File: config.mk
export PLATFORM = sky130hd
export DESIGN_NAME = ship_gun
export DESIGN_NICKNAME = d
export VERILOG_FILES = /design/src/rtl/ship_gun.sv
export SDC_FILE = /design/constraint.sdc
export NUM_CORES = 1
export LEC_CHECK = 0
export CAP_MARGIN = 5
export CORE_AREA = 2 2 93 95
export CTS_BUF_LIST = sky130_fd_sc_hd__clkbuf_4 sky130_fd_sc_hd__clkbuf_8
export DETAILED_ROUTE_END_ITERATION = 16
export DIE_AREA = 0 0 95 97
export GPL_ROUTABILITY_DRIVEN = 0
export PLACE_DENSITY = 0.9
export SETUP_SLACK_MARGIN = 0.4
export SLEW_MARGIN = 20
export SYNTH_ARGS = -nofsm -noshare
export SYNTH_HDL_FRONTEND = slang
export SYNTH_SLANG_ARGS = --single-unit
export TNS_END_PERCENT = 100
File: constraint.sdc
create_clock -name i_clk -period 3.85 [get_ports i_clk]
set_input_delay 0.385 -clock i_clk [delete_from_list [all_inputs] [get_ports i_clk]]
set_output_delay 0.385 -clock i_clk [all_outputs]
set_load 0.01 [all_outputs]
File: src/rtl/ship_gun.sv
// ship_gun: player-ship controller feeding the laser stage.
//   - two-flop synchronisers and counter debouncers for left/right/fire
//   - once-per-frame horizontal movement clamped to the visible screen
//   - fire FSM (READY/COOLDOWN) producing a single-cycle shot request
//   - registered ship colour for the current beam position
// Optional feature macro: SHIP_AUTOFIRE_EN
//   defined   : a held (debounced) fire level re-fires every cooldown period
//   undefined : only a debounced 0->1 fire edge produces a shot
module ship_gun #(
    parameter int SCREEN_WIDTH    = 640,
    parameter int SCREEN_HEIGHT   = 480,
    parameter int SHIP_WIDTH      = 60,
    parameter int SHIP_HEIGHT     = 30,
    parameter int V_OFFSET        = 10,
    parameter int STEP_MOTION     = 2,
    parameter int DEBOUNCE_CYCLES = 65535,
    parameter int FIRE_COOLDOWN   = 30,
    parameter int BACKGROUND      = 0,
    parameter int SHIP            = 2
) (
    input  logic       i_clk,
    input  logic       i_reset,
    input  logic       i_enable,
    input  logic       i_btn_left,
    input  logic       i_btn_right,
    input  logic       i_btn_fire,
    input  logic       i_laser_active,
    input  logic [9:0] i_h_pos,
    input  logic [9:0] i_v_pos,
    output logic [9:0] o_gun_position,
    output logic       o_fire,
    output logic [2:0] o_color_ship
);

    // ------------------------------------------------------------------
    // Derived constants
    // ------------------------------------------------------------------
    localparam int CNT_W  = (DEBOUNCE_CYCLES > 1) ? $clog2(DEBOUNCE_CYCLES + 1) : 1;
    localparam int COOL_W = (FIRE_COOLDOWN > 1) ? $clog2(FIRE_COOLDOWN + 1) : 1;

    localparam logic [CNT_W-1:0]  DB_ZERO   = CNT_W'(0);
    localparam logic [CNT_W-1:0]  DB_ONE    = CNT_W'(1);
    // Counter value seen on the last differing sample before acceptance
    localparam logic [CNT_W-1:0]  DB_LAST   = CNT_W'(DEBOUNCE_CYCLES - 1);

    localparam logic [COOL_W-1:0] COOL_ZERO = COOL_W'(0);
    localparam logic [COOL_W-1:0] COOL_ONE  = COOL_W'(1);
    localparam logic [COOL_W-1:0] COOL_LOAD = COOL_W'(FIRE_COOLDOWN);

    // Movement arithmetic is 11 bits wide so a step below zero cannot wrap
    localparam logic [10:0] HALF_W    = 11'(SHIP_WIDTH / 2);
    localparam logic [10:0] STEP      = 11'(STEP_MOTION);
    localparam logic [10:0] GUN_MIN   = 11'(SHIP_WIDTH / 2);
    localparam logic [10:0] GUN_MAX   = 11'(SCREEN_WIDTH - SHIP_WIDTH / 2);
    localparam logic [9:0]  GUN_RESET = 10'(SCREEN_WIDTH / 2);

    localparam logic [9:0]  TICK_V    = 10'(SCREEN_HEIGHT);
    localparam logic [9:0]  SHIP_Y0   = 10'(SCREEN_HEIGHT - V_OFFSET - SHIP_HEIGHT);
    localparam logic [9:0]  SHIP_Y1   = 10'(SCREEN_HEIGHT - V_OFFSET);

    localparam logic [2:0]  COLOR_BG   = 3'(BACKGROUND);
    localparam logic [2:0]  COLOR_SHIP = 3'(SHIP);

    // Button bit positions inside the packed button vectors
    localparam int B_LEFT  = 0;
    localparam int B_RIGHT = 1;
    localparam int B_FIRE  = 2;

    typedef enum logic [0:0] {
        ST_READY    = 1'b0,
        ST_COOLDOWN = 1'b1
    } fire_state_t;

    // ------------------------------------------------------------------
    // Button synchronisation and debouncing
    // ------------------------------------------------------------------
    logic [2:0]       w_btn_raw;
    logic [2:0]       r_sync1;
    logic [2:0]       r_sync2;
    logic [2:0]       r_deb;
    logic [CNT_W-1:0] r_db_cnt [3];

    assign w_btn_raw = {i_btn_fire, i_btn_right, i_btn_left};

    // Two-flop synchroniser plus per-button stability counter; the debounced
    // level only follows the synchronised input after an unbroken run of
    // DEBOUNCE_CYCLES differing samples. Runs regardless of i_enable.
    always_ff @(posedge i_clk) begin
        if (i_reset) begin
            r_sync1 <= 3'b000;
            r_sync2 <= 3'b000;
            r_deb   <= 3'b000;
            for (int b = 0; b < 3; b++) begin
                r_db_cnt[b] <= DB_ZERO;
            end
        end else begin
            r_sync1 <= w_btn_raw;
            r_sync2 <= r_sync1;
            for (int b = 0; b < 3; b++) begin
                if (r_sync2[b] == r_deb[b]) begin
                    r_db_cnt[b] <= DB_ZERO;
                end else if (r_db_cnt[b] == DB_LAST) begin
                    r_deb[b]    <= r_sync2[b];
                    r_db_cnt[b] <= DB_ZERO;
                end else begin
                    r_db_cnt[b] <= r_db_cnt[b] + DB_ONE;
                end
            end
        end
    end

    // ------------------------------------------------------------------
    // Frame tick: the beam sits at (0, SCREEN_HEIGHT) exactly once a frame
    // ------------------------------------------------------------------
    logic w_tick;
    logic w_step_en;

    assign w_tick    = (i_h_pos == 10'd0) && (i_v_pos == TICK_V);
    assign w_step_en = w_tick && i_enable;

    // ------------------------------------------------------------------
    // Horizontal movement
    // ------------------------------------------------------------------
    logic [9:0]  r_gun;
    logic [10:0] w_gun_ext;
    logic [10:0] w_gun_next;
    logic        w_go_left;
    logic        w_go_right;

    assign w_gun_ext  = {1'b0, r_gun};
    assign w_go_left  = r_deb[B_LEFT]  && !r_deb[B_RIGHT];
    assign w_go_right = r_deb[B_RIGHT] && !r_deb[B_LEFT];

    // Next ship centre: one step per enabled tick, clamped so the whole ship
    // stays on screen; both buttons or neither hold position.
    always_comb begin
        w_gun_next = w_gun_ext;
        if (w_step_en && w_go_left) begin
            if (w_gun_ext <= (GUN_MIN + STEP)) begin
                w_gun_next = GUN_MIN;
            end else begin
                w_gun_next = w_gun_ext - STEP;
            end
        end else if (w_step_en && w_go_right) begin
            if ((w_gun_ext + STEP) >= GUN_MAX) begin
                w_gun_next = GUN_MAX;
            end else begin
                w_gun_next = w_gun_ext + STEP;
            end
        end else begin
            w_gun_next = w_gun_ext;
        end
    end

    // Ship centre register; starts mid-screen.
    always_ff @(posedge i_clk) begin
        if (i_reset) begin
            r_gun <= GUN_RESET;
        end else begin
            r_gun <= w_gun_next[9:0];
        end
    end

    // ------------------------------------------------------------------
    // Fire FSM
    // ------------------------------------------------------------------
    fire_state_t       r_state;
    logic [COOL_W-1:0] r_cool;
    logic              r_fire;
    logic              r_deb_fire_d;
    logic              w_fire_edge;
    logic              w_fire_req;

    assign w_fire_edge = r_deb[B_FIRE] && !r_deb_fire_d;

`ifdef SHIP_AUTOFIRE_EN
    // Held button keeps requesting; the cooldown paces the shots.
    assign w_fire_req = r_deb[B_FIRE];
`else
    // Only a fresh press requests a shot; holding the button fires once.
    assign w_fire_req = w_fire_edge;
`endif

    // Shot sequencing: a request in READY with no laser in flight fires a
    // single-cycle pulse and arms the frame-based cooldown. Requests that
    // cannot be served are dropped, never queued.
    always_ff @(posedge i_clk) begin
        if (i_reset) begin
            r_state      <= ST_READY;
            r_cool       <= COOL_ZERO;
            r_fire       <= 1'b0;
            r_deb_fire_d <= 1'b0;
        end else begin
            r_deb_fire_d <= r_deb[B_FIRE];
            r_fire       <= 1'b0;
            case (r_state)
                ST_READY: begin
                    if (w_fire_req && !i_laser_active && i_enable) begin
                        r_fire  <= 1'b1;
                        r_cool  <= COOL_LOAD;
                        r_state <= ST_COOLDOWN;
                    end else begin
                        r_state <= ST_READY;
                    end
                end
                ST_COOLDOWN: begin
                    if (w_step_en) begin
                        if (r_cool <= COOL_ONE) begin
                            r_cool  <= COOL_ZERO;
                            r_state <= ST_READY;
                        end else begin
                            r_cool  <= r_cool - COOL_ONE;
                        end
                    end else begin
                        r_state <= ST_COOLDOWN;
                    end
                end
                default: begin
                    r_state <= ST_READY;
                    r_cool  <= COOL_ZERO;
                end
            endcase
        end
    end

    // ------------------------------------------------------------------
    // Ship colour
    // ------------------------------------------------------------------
    logic [10:0] w_h_ext;
    logic        w_in_x;
    logic        w_in_y;
    logic [2:0]  r_color;

    assign w_h_ext = {1'b0, i_h_pos};
    assign w_in_x  = (w_h_ext >= (w_gun_ext - HALF_W)) && (w_h_ext < (w_gun_ext + HALF_W));
    assign w_in_y  = (i_v_pos >= SHIP_Y0) && (i_v_pos < SHIP_Y1);

    // Registered pixel colour, drawn even while the game is paused.
    always_ff @(posedge i_clk) begin
        if (i_reset) begin
            r_color <= COLOR_BG;
        end else if (w_in_x && w_in_y) begin
            r_color <= COLOR_SHIP;
        end else begin
            r_color <= COLOR_BG;
        end
    end

    assign o_gun_position = r_gun;
    assign o_fire         = r_fire;
    assign o_color_ship   = r_color;

endmodule

# Yosys cells after proc, flatten, opt, wreduce, memory -nomap -nowiden
# Memory sizes are Yosys's and may differ from the RTL's.
# Index checks and enable logic that the tools add are counted.
dict set report totals {
  ff_bits 30
  mem_bits_rw 48
  output_inout_bits 14
  elab_cells 129
  memories 1
}
# name words width read_ports rd_clocked_by_memory_dff wr line
set mem_list {}
lappend mem_list {r_db_cnt 3 16 3 0 3 81} ;# logic [CNT_W-1:0] r_db_cnt [3];
dict set report op_classes {
  n_addsub 8
  n_lt_le_gt_ge 7
  n_eq_ne 9
  muxes 57
  bitwise_logic 13
  n_reduce_logical 23
}
# operator count
set ops {}
lappend ops {{$mux W16} 9}
lappend ops {{$add A16 B1 Y16 const B} 3}
lappend ops {{$eq A16 B16 Y1 const B} 3}
lappend ops {{$mux W10} 4}
lappend ops {{$mux W1} 38}
lappend ops {{$mux W5} 3}
lappend ops {{$logic_and A1 B1 Y1} 12}
lappend ops {{$add A10 B2 Y11 const B} 1}
lappend ops {{$add A10 B5 Y11 const B} 1}
lappend ops {{$ge A10 B11 Y1} 1}
lappend ops {{$ge A11 B10 Y1 const B} 1}
lappend ops {{$lt A10 B11 Y1} 1}
lappend ops {{$sub A10 B5 Y11 const B} 1}
lappend ops {{$eq A10 B9 Y1 const B} 1}
lappend ops {{$ge A10 B9 Y1 const B} 1}
lappend ops {{$le A10 B6 Y1 const B} 1}
lappend ops {{$logic_not A10 Y1} 1}
lappend ops {{$lt A10 B9 Y1 const B} 1}
lappend ops {{$pmux W5 S2} 1}
lappend ops {{$sub A10 B2 Y10 const B} 1}
lappend ops {{$or A1 B1 Y1} 9}
lappend ops {{$reduce_and A2 Y1} 4}
lappend ops {{$le A5 B1 Y1 const B} 1}
lappend ops {{$sub A5 B1 Y5 const B} 1}
lappend ops {{8 further kinds} 17}

# Logic depth before layout (Yosys ltp)
# An unclocked memory read counts as a cell.
dict set report depth {
  word_depth 8
  depth_mapped 12
}

# Least setup slack after synthesis
# No wires, ideal clock.
dict set report synth_path {
  path_type {register to register}
  start {reg r_gun[1] (netlist: o_gun_position[1])}
  end {reg r_color[1] (netlist: o_color_ship[1])}
  setup_time_ps 95
  arrival_time_ps 2241
  required_time_ps 3755
  setup_slack_ps 1514
  stages_incl_launch_ff 13
  n_path_buf 1
  cell_sequence {dfxtp_1 buf_6 inv_1 ha_1 nor3b_2 nor2_1 xnor2_1 ha_1 o21ai_0 nand2b_1 a21oi_1 a31oi_1 a221oi_1}
}
dict set report synth_between {
  elab_chain_len 5
  word_cells_on_any_way 7
  cone_classes {add/sub: 2; order compare: 2; mux: 1; reduce/logical: 2}
}
# element line
set synth_rtl {}
lappend synth_rtl {{start: declaration} 124} ;# logic [9:0] r_gun;
lappend synth_rtl {{start signal: assignment} 160} ;# r_gun <= w_gun_next[9:0];
lappend synth_rtl {{$sub A10 B5 Y11 / $add A10 B5 Y11 (equally long branches)} 235} ;# assign w_in_x = (w_h_ext >= (w_gun_ext - HALF_W)) && (w_h_ext < (w_gun_ext + HALF_W));
lappend synth_rtl {{$ge A10 B11 Y1 / $lt A10 B11 Y1 (equally long branches)} 235}
lappend synth_rtl {{$logic_and A1 B1 Y1 *} 235}
lappend synth_rtl {{$logic_and A1 B1 Y1 *} 242} ;# end else if (w_in_x && w_in_y) begin
lappend synth_rtl {{$mux W2 *} 242}
lappend synth_rtl {{end signal: assignment} 241} ;# r_color <= COLOR_BG;
lappend synth_rtl {{end signal: assignment} 243} ;# r_color <= COLOR_SHIP;
lappend synth_rtl {{end signal: assignment} 245} ;# r_color <= COLOR_BG;
lappend synth_rtl {{end: declaration} 232} ;# logic [2:0] r_color;
# Mark *: on every way between the ends. The rest lies on a longest branch, timed or not.
# A chain may end at the register's enable or synchronous reset.

# Worst setup path after layout
dict set report layout_path {
  start {reg r_gun[1] (netlist: o_gun_position[1])}
  end {reg r_gun[6] (netlist: o_gun_position[6])}
}
dict set report layout_between {
  elab_chain_len 5
  word_cells_on_any_way 8
  cone_classes {add/sub: 2; order compare: 2; mux: 4}
}
# element line
set layout_rtl {}
lappend layout_rtl {{$add A10 B2 Y11} 148} ;# w_gun_next = w_gun_ext + STEP;
lappend layout_rtl {{$ge A11 B10 Y1} 145} ;# if ((w_gun_ext + STEP) >= GUN_MAX) begin
lappend layout_rtl {{$mux W10} 145}
lappend layout_rtl {{$mux W10} 144} ;# end else if (w_step_en && w_go_right) begin
lappend layout_rtl {{$mux W10 *} 138} ;# if (w_step_en && w_go_left) begin
# Mark *: on every way between the ends. The rest lies on a longest branch, timed or not. The select of a mux whose other input is x is not followed.

==> out/qor_table.md <==
| Step | Parameter | Reported |
|:---|:---|:---|
| status | Run status | finished, final reports clean |
| critical path | Required time of the worst setup path | 4.09 ns |
| clocking | Clock Path Buffers | 2 |
| synthesis | Ys Warns | 0 |
| global routing | All-layer global routing usage | 0.243 |
| global routing | Number of global-route vias before repair | 3903 |
| timing | Total count of max-transition violations in the final report | 0 |
| die | Placement Rows | 33 |
| synthesis | Area share of fa/ha/maj cells after synthesis | 0.0726 |
| final layout | Final cell area excluding filler cells | 0.00562 mm² |
| synthesis | Count leader, synth | sky130_fd_sc_hd__nor2_1 |
| clocking | Total number of clock tree sinks | 75 |
| power and ir drop | Highest ir drop seen on vdd | 208 µV |
| global routing | Pin count of the biggest net entering global routing | 28 |
| routing | Average vias per placed instance | 5.78 |
| hold path | Hold Path Depth | 1 |
| routing | Count of vias placed by the detailed router | 4064 |
| synthesis | Proportion of synthesized area in mux cells | 0.00856 |
| clocking | Post-CTS setup buffer count | 0 |
| clocking | Number of gates given a new drive strength after cts | 0 |
| clocking | CTS HTree Levels | 3 |
| global routing | Remaining Overflow, GRT | 0 |
| placement | PortBufs | 37 |
| critical path | R2R Path Start | o_gun_position[1] |
| timing | Headroom to the max-slew limit | 0.467 |
| synthesis | Yosys top cell by area | sky130_fd_sc_hd__edfxtp_1 |
| hold path | Worst min path class | flip-flop to flip-flop |
| synthesis | Main combinational cell family by area after synthesis | simple AND/OR/NAND/NOR gates |
| timing | Post-route setup TNS | 0 ns |
| critical path | Kind of critical path | flip-flop to flip-flop |
| placement | Detailed placement HPWL | 7830 µm |
| routing | WL per Instance | 15.3 µm |
| critical path | Launch point of the critical path | o_gun_position[1] |
| synthesis | Fraction of the mapped netlist area in simple logic gates | 0.259 |
| clocking | Worst-skew pair later-pin latency | 0.35 ns |
| die | Area inside the core boundary | 0.00813 mm² |
| final layout | Fillers | 594 |
| synthesis | Gate count after technology mapping | 522 |
| routing | Post-Route WL | 10700 µm |
| flow run | Max Cap Violations | 0 |
| synthesis | Share of synthesized flip-flops with an asynchronous set or reset | 0 |
| timing | RSZ-0062 raised after global routing | false |
| timing | Endpoints failing setup | 0 |
| synthesis | Most common flop cell mapped by yosys | sky130_fd_sc_hd__edfxtp_1 |
| clocking | Hold buffer count at CTS | 0 |
| synthesis | Synth unique cells | 54 |
| clocking | Root buffer cell | sky130_fd_sc_hd__clkbuf_8 |
| final layout | Post-synthesis to final-layout area growth | 16.4% |
| final layout | Total inserted antenna cells | 0 |
| routing | Pre-Repair DR Iteration Count | 5 |
| routing | Number of DRC violations after detailed-routing iteration 0 | 340 |
| synthesis | Cell types with the highest counts after synthesis | sky130_fd_sc_hd__nor2_1, sky130_fd_sc_hd__edfxtp_1, sky130_fd_sc_hd__xor2_1 |
| timing | Worst Skew | 0.0106 ns |
| clocking | Clock tree from TritonCTS | yes |
| power and ir drop | Static leakage | 2.04 nW |
| critical path | Data arrival time of the critical path | 2.99 ns |
| synthesis | Top-area cell type share of the netlist area | 0.299 |
| critical path | Critical Path Source Type | flip-flop |
| synthesis | Post-Synth XOR/XNOR Area | 0.116 |
| die | Full die area | 0.00922 mm² |
| critical path | Register-to-Register Path Depth | 7 |
| synthesis | Top cells by area, synth | sky130_fd_sc_hd__edfxtp_1, sky130_fd_sc_hd__dfxtp_1, sky130_fd_sc_hd__ha_1 |
| critical path | End of the worst register-to-register path | o_gun_position[6] |
| final layout | Utilization after layout | 0.691 |
| synthesis | Flip-flop and latch count after synthesis | 75 |
| global routing | Wire length of the first global-routing pass | 18100 µm |
| die | Horizontal die dimension | 95 µm |
| routing | DRC | 0 |
| critical path | Slack of the worst reg-to-reg path | 1.10 ns |
| die | Initial core utilization | 0.593 |
| final layout | Fraction of layout cells with a size suffix above 1 | 0.0418 |
| final layout | Number of nets in the finished design | 648 |
| synthesis | Netlist area before placement | 0.00483 mm² |
| timing | Worst-margin pin slew | 0.792 ns |
| clocking | Clock-pin slew on the worst setup and hold paths | 0.08 ns |
| timing | Portion of the clock cycle consumed by the worst path in the final layout | 0.714 |
| critical path | Critical Path Sink Type | flip-flop |
| routing | Count of antenna-violating nets left after detailed routing | 0 |
| placement | Instance area at placement | 0.00539 mm² |
| timing | F_max | 0.364 GHz |
| die | Boundary pin count | 41 |
| global routing | Number of antenna violations at the first check in global routing | 0 |
| die | Die Span Y | 97 µm |
| synthesis | Count of flip-flops with a built-in enable after synthesis | 48 |
| clocking | Number of buffers inserted during clock tree synthesis | 9 |
| synthesis | Portion of the post-synthesis area used by sequential elements | 0.411 |
| power and ir drop | Power density over the cells | 304 mW/mm² |
| timing | Final period demand of the worst path | 2.75 ns |
| timing | Total count of hold-check failures in the final report | 0 |
| synthesis | Compound-gate portion of the synthesized area | 0.0926 |
| power and ir drop | Total power consumption of the routed design | 1.71 mW |
| critical path | CP max FO | 12 |
| synthesis | Average instance area after synthesis | 9.24 µm² |
| critical path | Endpoint of the most critical setup path | o_gun_position[6] |
==> routing by layer <==
metal | wire [µm] | global-route usage
met1 | 4500 | 0.320
met2 | 5320 | 0.403
met3 | 661 | 0.0374
met4 | 261 | 0.0870
met5 | 0 | 0
==> where the power goes <==
part,internal [mW],switching (mW)
Combinational,0.0533,0.0536
Clock,0.376,0.322
Sequential,0.879,0.0225
Total,1.31,0.398
==> critical path: stages, from the launching register on <==
cell	delay (ns)
sky130_fd_sc_hd__dfxtp_1	0.57
sky130_fd_sc_hd__ha_1	0.42
sky130_fd_sc_hd__nand2_1	0.15
sky130_fd_sc_hd__a211oi_1	0.33
sky130_fd_sc_hd__a211oi_1	0.08
sky130_fd_sc_hd__o21ai_1	0.61
sky130_fd_sc_hd__a41oi_2	0.20
sky130_fd_sc_hd__a211o_1	0.29
==> cell usage in the layout, fill, tap and decap left out, types with 7 or more instances in the layout <==
cell type	instances
sky130_fd_sc_hd__or3_1	9
sky130_fd_sc_hd__nor4_1	7
sky130_fd_sc_hd__ha_1	28
sky130_fd_sc_hd__xnor2_1	28
sky130_fd_sc_hd__nand4_1	19
sky130_fd_sc_hd__clkbuf_8	9
sky130_fd_sc_hd__conb_1	51
sky130_fd_sc_hd__nor2_1	81
sky130_fd_sc_hd__a21oi_1	12
sky130_fd_sc_hd__o21ai_0	12
sky130_fd_sc_hd__dfxtp_1	27
sky130_fd_sc_hd__nand2_1	30
sky130_fd_sc_hd__nand3_1	31
sky130_fd_sc_hd__inv_1	15
sky130_fd_sc_hd__nor2b_1	11
sky130_fd_sc_hd__a211oi_1	7
sky130_fd_sc_hd__nand2b_1	10
sky130_fd_sc_hd__a21o_1	8
sky130_fd_sc_hd__clkdlybuf4s50_1	37
sky130_fd_sc_hd__edfxtp_1	48
sky130_fd_sc_hd__nor3_1	10
sky130_fd_sc_hd__a31oi_1	7
sky130_fd_sc_hd__and4_1	8
sky130_fd_sc_hd__xor2_1	36
==> final cells by class <==
cell class	instances	area, µm²	share of cell area
flip-flops and latches	75	1980	0.353
repair buffers	38	378	0.0673
clock inverters	7	105	0.0187
inverters	15	56.3	0.0100
multi-input cells	454	2840	0.506
well taps	105	131	0.0234
clock buffers	9	124	0.0221
==> worst min-delay path by stage <==
stage	startpoint	to	slack [ns]
after floorplan	r_sync1[0]	r_sync2[0]	0.41
after global placement	r_sync1[2]	r_sync2[2]	0.42
after detailed placement	r_sync1[0]	r_sync2[0]	0.43
after CTS	r_sync1[0]	r_sync2[0]	0.45
after global routing	r_sync1[2]	r_sync2[2]	0.47
final	r_sync1[2]	r_sync2[2]	0.45
==> flip-flops by register name (all words and copies together) (netlist names) <==
signal and count:
o_color_ship 1, r_sync2 3, r_state 1, r_cool 5, r_deb_fire_d 1, o_gun_position 9, r_sync1 3, r_deb 3
o_fire 1, r_db_cnt 48
==> cell families (layout without fill, tap and decap cells) <==
group / Yosys count / count (layout)
other cells: 2 / 51
buf+inv: 42 / 69
mux: 4 / 4
flops: 75 / 75
fa+ha+maj: 28 / 28
xor+xnor: 64 / 64
compound gates: 66 / 66
simple gates: 241 / 241
==> metrics by stage <==
| stage | hold WS [ns] | cells | setup WS, ns |
|---|---|---|---|
| final | 0.454 | 703 | 1.10 |
| after global routing | 0.466 | 703 | 0.939 |
| after CTS | 0.454 | 703 | 1.19 |
| after detailed placement | 0.434 | 687 | 1.06 |
| after global placement | 0.419 | 687 | 1.17 |
| after floorplan | 0.414 | 571 | 1.51 |
Power figures use the tool's default switching activity.
